$ cat src/rtl/regfile_pkg.sv
// Shared definitions for the multi-port register file.
//   - default sizing parameters
//   - FSM state encoding (IDLE=0, CLEAR=1)
//   - helper that returns the LSB of a slot in a flattened per-port bus
package regfile_pkg;

  localparam int unsigned DefDataWidth = 32;
  localparam int unsigned DefAddrWidth = 5;
  localparam int unsigned DefNumRead   = 2;

  typedef enum logic [0:0] {
    StIdle  = 1'b0,
    StClear = 1'b1
  } state_e;

  // Port p of a flattened bus occupies [slice_lsb(p, w) +: w].
  function automatic int unsigned slice_lsb(input int unsigned port, input int unsigned width);
    return port * width;
  endfunction

endpackage

$ cat src/rtl/regfile_scoreboard.sv
// Busy-bit scoreboard for the register file.
// Ports:
//   clk, rst          clock and synchronous active-high reset
//   clr_all           zero every busy bit at the next edge (overrides set/clear)
//   set_en, set_addr  mark set_addr busy at the next edge (address 0 never set)
//   clr_en, clr_addr  clear busy at clr_addr at the next edge; set wins on a tie
//   qaddr             flattened query addresses, NUM_READ slots
//   qbusy             raw busy bit per query slot
module regfile_scoreboard
  import regfile_pkg::*;
#(
  parameter int unsigned ADDR_WIDTH = DefAddrWidth,
  parameter int unsigned NUM_READ   = DefNumRead
) (
  input  logic                           clk,
  input  logic                           rst,
  input  logic                           clr_all,
  input  logic                           set_en,
  input  logic [ADDR_WIDTH-1:0]          set_addr,
  input  logic                           clr_en,
  input  logic [ADDR_WIDTH-1:0]          clr_addr,
  input  logic [NUM_READ*ADDR_WIDTH-1:0] qaddr,
  output logic [NUM_READ-1:0]            qbusy
);

  localparam int unsigned Depth = 2 ** ADDR_WIDTH;

  logic [Depth-1:0] busy_q, busy_d;

  always_comb begin
    busy_d = busy_q;
    if (clr_en) busy_d[clr_addr] = 1'b0;
    // Applied after the clear so a same-cycle set wins.
    if (set_en && set_addr != '0) busy_d[set_addr] = 1'b1;
    if (clr_all) busy_d = '0;
  end

  always_ff @(posedge clk) begin
    if (rst) busy_q <= '0;
    else     busy_q <= busy_d;
  end

  always_comb begin
    qbusy = '0;
    for (int unsigned i = 0; i < NUM_READ; i++) begin
      qbusy[i] = busy_q[qaddr[slice_lsb(i, ADDR_WIDTH) +: ADDR_WIDTH]];
    end
  end

endmodule

$ cat src/rtl/regfile_mp.sv
// Multi-read-port register file with write bypass, load-hazard scoreboard and
// a sequential clear engine (entered on flush or reset).
// Ports:
//   clk, rst              clock, synchronous active-high reset
//   flush                 start a clear sequence from IDLE
//   we_a, wa_a, wd_a      ALU writeback
//   we_b, wa_b, wd_b      load writeback; also clears the busy bit of wa_b
//   iss_valid, iss_rd     issue of a load targeting iss_rd (sets its busy bit)
//   ra                    flattened read addresses, NUM_READ slots
//   rdata                 flattened read data (combinational, bypassed)
//   rbusy                 per-port hazard flag
//   ready                 high only in IDLE
module regfile_mp
  import regfile_pkg::*;
#(
  parameter int unsigned DATA_WIDTH = DefDataWidth,
  parameter int unsigned ADDR_WIDTH = DefAddrWidth,
  parameter int unsigned NUM_READ   = DefNumRead
) (
  input  logic                           clk,
  input  logic                           rst,
  input  logic                           flush,
  input  logic                           we_a,
  input  logic [ADDR_WIDTH-1:0]          wa_a,
  input  logic [DATA_WIDTH-1:0]          wd_a,
  input  logic                           we_b,
  input  logic [ADDR_WIDTH-1:0]          wa_b,
  input  logic [DATA_WIDTH-1:0]          wd_b,
  input  logic                           iss_valid,
  input  logic [ADDR_WIDTH-1:0]          iss_rd,
  input  logic [NUM_READ*ADDR_WIDTH-1:0] ra,
  output logic [NUM_READ*DATA_WIDTH-1:0] rdata,
  output logic [NUM_READ-1:0]            rbusy,
  output logic                           ready
);

  localparam int unsigned Depth = 2 ** ADDR_WIDTH;

  state_e                state_q, state_d;
  logic [ADDR_WIDTH-1:0] idx_q, idx_d;
  logic                  clear_we;
  logic                  idle;
  logic [DATA_WIDTH-1:0] mem_q [Depth];
  logic [NUM_READ-1:0]   busy_raw;

  // FSM next state
  always_comb begin
    state_d  = state_q;
    idx_d    = idx_q;
    clear_we = 1'b0;
    unique case (state_q)
      StIdle: begin
        if (flush) begin
          state_d = StClear;
          idx_d   = '0;
        end
      end
      StClear: begin
        clear_we = 1'b1;
        idx_d    = idx_q + ADDR_WIDTH'(1);
        if (idx_q == {ADDR_WIDTH{1'b1}}) state_d = StIdle;
      end
    endcase
  end

  always_ff @(posedge clk) begin
    if (rst) begin
      state_q <= StClear;
      idx_q   <= '0;
    end else begin
      state_q <= state_d;
      idx_q   <= idx_d;
    end
  end

  // Storage: port B is written last so it wins a same-address conflict.
  always_ff @(posedge clk) begin
    if (!rst) begin
      if (clear_we) begin
        mem_q[idx_q] <= '0;
      end else if (state_q == StIdle) begin
        if (we_a && wa_a != '0) mem_q[wa_a] <= wd_a;
        if (we_b && wa_b != '0) mem_q[wa_b] <= wd_b;
      end
    end
  end

  regfile_scoreboard #(
    .ADDR_WIDTH (ADDR_WIDTH),
    .NUM_READ   (NUM_READ)
  ) u_scoreboard (
    .clk      (clk),
    .rst      (rst),
    .clr_all  ((state_q == StIdle && flush) || state_q == StClear),
    .set_en   (iss_valid && state_q == StIdle),
    .set_addr (iss_rd),
    .clr_en   (we_b && state_q == StIdle),
    .clr_addr (wa_b),
    .qaddr    (ra),
    .qbusy    (busy_raw)
  );

  assign idle  = (state_q == StIdle) && !rst;
  assign ready = idle;

  // Read ports: zero register, then B bypass, then A bypass, then storage.
  always_comb begin
    logic [ADDR_WIDTH-1:0] a;
    rdata = '0;
    rbusy = '0;
    for (int unsigned i = 0; i < NUM_READ; i++) begin
      a = ra[slice_lsb(i, ADDR_WIDTH) +: ADDR_WIDTH];
      if (idle && a != '0) begin
        if (we_b && wa_b == a)      rdata[slice_lsb(i, DATA_WIDTH) +: DATA_WIDTH] = wd_b;
        else if (we_a && wa_a == a) rdata[slice_lsb(i, DATA_WIDTH) +: DATA_WIDTH] = wd_a;
        else                        rdata[slice_lsb(i, DATA_WIDTH) +: DATA_WIDTH] = mem_q[a];
        // A load writing back this cycle resolves the hazard.
        rbusy[i] = busy_raw[i] && !(we_b && wa_b == a);
      end
    end
  end

endmodule
$ cat config.mk
export PLATFORM = sky130hd
export DESIGN_NAME = regfile_mp
export DESIGN_NICKNAME = d
export VERILOG_FILES = /design/src/rtl/regfile_pkg.sv /design/src/rtl/regfile_scoreboard.sv /design/src/rtl/regfile_mp.sv
export SDC_FILE = /design/constraint.sdc
export NUM_CORES = 2
export LEC_CHECK = 0
export BUFFER_PORTS_ARGS = -buffer_cell sky130_fd_sc_hd__buf_4
export CAP_MARGIN = 15
export CORE_MARGIN = 2
export CORE_UTILIZATION = 40
export CTS_CLUSTER_DIAMETER = 100
export DETAILED_ROUTE_END_ITERATION = 10
export GPL_ROUTABILITY_DRIVEN = 0
export PLACE_DENSITY = 0.6
export SYNTH_ARGS = -nofsm -noshare
export SYNTH_HDL_FRONTEND = slang
export SYNTH_SLANG_ARGS = --single-unit
$ cat constraint.sdc
create_clock -name clk -period 4.6 [get_ports clk]
set_input_delay 0.69 -clock clk [delete_from_list [all_inputs] [get_ports clk]]
set_output_delay 0.69 -clock clk [all_outputs]
set_load 0.01 [all_outputs]
==> results.py <==
metrics = {
    "logic_synthesis": {
        "synth_edf_count": 1024,
        "yosys_warnings": 0,
        "synthCells": 5156,
        "synth.net_count": 5253,
        "yosys_most_used_dff": "edfxtp_1",
        "syn_avg_cell_area_um2": 12.0,
        "seq_area_frac_synth_pct": 51.0,
        "synth_seq_cells": 1062,
        "syn_area_um2": 61700,
        "synthArstFlopShare_pct": 0,
        "yosysUniqueCellTypes": 67,
    },
    "sta": {
        "setup_viol": 0,
        "drv_slew": 0,
        "period_minus_slack_ns": 4.39,
        "max_slew_margin_pct": 13.1,
        "finalCritPeriodShare_pct": 95.5,
        "setup_ws_ns": 0.207,
        "max_freq_mhz": 228,
        "whs_ns": 0.240,
        "worstMarginPinSlew_ns": 1.30,
        "fin_tns_setup_ns": 0,
        "rsz0062_at_grt": "false",
        "skew_ns": 0.0258,
        "hold_viol": 0,
    },
    "die": {
        "dieHeight_um": 397,
        "dieArea_um2": 158000,
        "core_um2": 154000,
        "fp-row-count": 144,
        "floorplan.initialDensity_pct": 40.2,
        "io_pins": 162,
        "dieWidth_um": 397,
    },
    "grt": {
        "globalRouteOverflowTotal": 0,
        "gr-usage-all-layers_pct": 28.5,
        "grt_max_degree": 65,
        "grt_pass1_vias": 44100,
        "antenna_found_initial": 2,
        "grt_first_pass_wirelength_um": 321000,
    },
    "detailed_routing": {
        "routed_wl_um": 227000,
        "wl_per_cell_um": 31.8,
        "via_count": 45700,
        "ant_nets": 0,
        "m1WireLength_um": 82900,
        "wl_met2_um": 108000,
        "drt_iter0_drc": 6072,
        "highest_layer": "met4",
        "drc": 0,
        "first_pass_iters": 6,
        "vias_per_cell": 6.39,
        "route.met3.wl_um": 23400,
    },
    "power": {
        "peakVddDrop_mv": 0.279,
        "p_seq_share_pct": 48.6,
        "leakagePower_nw": 21.2,
        "power.density_nw_per_um2": 310,
        "p_sw_w": 0.00511,
        "pwr-share-clk_pct": 43.8,
        "pwr-share-comb_pct": 7.6,
        "total_power_w": 0.0217,
        "internal_power_w": 0.0166,
        "swShare_pct": 23.6,
    },
    "critical_path": {
        "start_kind": "flip-flop",
        "r2r-start": "state_q$_SDFF_PP1_",
        "worst-r2r-setup-slack_ns": 1.31,
        "cpMostUsedCell": "buf_4",
        "cp-end-kind": "primary output",
        "critical_path.slowest_cell": "nor4b_1",
        "worst_r2r_endpoint": "mem_q[8][5]$_DFFE_PP_",
        "crit_chain": "nor2_2 > buf_4 > a21boi_0 > o21ai_4 > buf_12 > nor4b_1 > a221o_1 > buf_4",
        "cpPeakStageDelay_ns": 0.67,
        "reg2reg_depth": 7,
        "arrival_ns": 3.70,
        "critPathRequiredTime_ns": 3.91,
        "cp_max_fo": 32,
        "crit_type": "flip-flop to primary output",
    },
    "clock_tree": {
        "cts_max_path_buffers": 3,
        "post_cts_buffers": 0,
        "root_buffer": "clkbuf_16",
        "cts_max_level": 3,
        "clk_pin_slew_ns": 0.06,
        "clock_latency_ns": 0.76,
        "cts_hold_buf": 0,
        "cts_tree": "built",
        "cts_buffers": 115,
        "numClockSinks": 1062,
    },
    "cells_and_area": {
        "synthToLayoutAreaGrowth_pct": 13.2,
        "most-common-layout-cells": "1081 x nand2_1, 1025 x o21ai_0, 1024 x edfxtp_1",
        "drive_gt1_share_pct": 23.1,
        "final_util_pct": 45.5,
        "final_common_cell": "nand2_1",
        "fill_cells": 13700,
        "nNetsFinal": 5111,
        "diodes": 0,
    },
    "worst_hold_path": {
        "worstHoldStart": "rst",
        "hold_path_class": "input pin to flip-flop",
        "hold_end": "idx_q[2]$_SDFFE_PP0P_",
        "hold_depth": 2,
    },
    "job": {
        "drv_cap": 0,
    },
    "place": {
        "io_buffer_count": 161,
        "place_ws_ns": 0.566,
        "dp_hpwl_um": 131000,
    },
    "run_status": {
        "status": "finished, final reports clean",
    },
}
flip-flops by register name (all words and copies together) (netlist names):
signal               count
mem_q                 1024
u_scoreboard.busy_q     32
idx_q                    5
state_q                  1
Yosys cell counts, types with 4 or more instances:
| library cell | n | area, µm² |
|---|---|---|
| a21oi_1 | 35 | 175 |
| a221o_1 | 62 | 621 |
| a221oi_1 | 8 | 70.1 |
| a22o_1 | 124 | 1090 |
| a22oi_1 | 4 | 30.0 |
| and3_1 | 7 | 43.8 |
| buf_1 | 48 | 180 |
| buf_2 | 117 | 586 |
| buf_4 | 21 | 158 |
| buf_6 | 5 | 56.3 |
| clkbuf_1 | 435 | 1630 |
| clkbuf_2 | 28 | 140 |
| dfxtp_1 | 38 | 761 |
| edfxtp_1 | 1024 | 30700 |
| inv_1 | 39 | 146 |
| mux2i_1 | 267 | 2670 |
| mux4_2 | 519 | 11700 |
| nand2_1 | 1081 | 4060 |
| nand3_1 | 17 | 85.1 |
| nand3b_1 | 6 | 45.0 |
| nor2_1 | 36 | 135 |
| nor2_2 | 8 | 50.1 |
| nor2b_1 | 10 | 62.6 |
| nor3_1 | 11 | 55.1 |
| nor3b_1 | 4 | 30.0 |
| nor4_1 | 63 | 394 |
| o21ai_0 | 1025 | 5130 |
| o21ai_1 | 10 | 50.1 |
| o21bai_1 | 4 | 30.0 |
| o22ai_1 | 28 | 175 |
| xnor2_1 | 12 | 105 |
| xor2_1 | 8 | 70.1 |
layout make-up:
cell class / instances / area (µm²) / share of cell area, %
sequential: 1062 / 31500 / 45.1
multi-input combinational: 3401 / 28100 / 40.2
timing repair buffer: 395 / 3830 / 5.48
clock buffer: 140 / 3070 / 4.39
tap: 2044 / 2560 / 3.66
clock inverter: 74 / 697 / 0.997
inverter: 39 / 146 / 0.209
power by group through the flow:
stage	combinational [W]	sequential [W]	clock (W)
after global placement	0.00162	0.0107	0
after global routing	0.00170	0.0105	0.00990
after CTS	0.00163	0.0105	0.00956
after detailed placement	0.00163	0.0107	0
after floorplan	0.00105	0.0107	0
final	0.00165	0.0105	0.00950
logic make-up after synthesis:
| kind of cell | after synthesis | synth area share [%] |
|---|---|---|
| buf+inv | 693 | 4.70 |
| xor+xnor | 20 | 0.284 |
| simple gates | 1266 | 8.31 |
| compound gates | 1323 | 12.3 |
| mux | 790 | 23.4 |
| fa+ha+maj | 2 | 0.0405 |
| flops | 1062 | 51.0 |
repair_timing:
action / in CTS / in global routing
resized for setup: 0 / 1
hold endpoints to repair: 0 / 0
setup endpoints to repair: 0 / 1
metrics by stage:
step / instance area (µm²) / std cells
2_1_floorplan: 61700 / 5156
3_3_place_gp: 66100 / 6940
3_5_place_dp: 66100 / 6941
4_1_cts: 69900 / 7155
5_1_grt: 69900 / 7155
6_report: 69900 / 7155
layer usage:
layer / vias to the layer above / track usage (%)
li1: 19400 / -
met1: 22800 / 36.3
met2: 2880 / 46.3
met3: 597 / 5.02
met4: 0 / 15.2
met5: - / 0
critical path: cells and delay by family (launching register included):
family                 cells  cell delay, ns
buffers and inverters      3            0.60
DFF                        1            0.46
and+or+nand+nor            2            0.88
AOI/OAI and AO/OA          3            1.00
worst max-delay path by stage:
stage / start / to / slack (ns) / depth (start not counted)
2_1_floorplan: wa_a[1] / mem_q[5][0]$_DFFE_PP_ / 0.39 / 8
6_report: state_q$_SDFF_PP1_ / rdata[61] / 0.21 / 8
5_1_grt: state_q$_SDFF_PP1_ / rdata[61] / 0.16 / 8
3_5_place_dp: ra[7] / rdata[61] / 0.57 / 8
4_1_cts: state_q$_SDFF_PP1_ / rdata[61] / 0.29 / 8
3_3_place_gp: ra[7] / rdata[60] / 0.59 / 8
(Power assumes the default switching activity.)
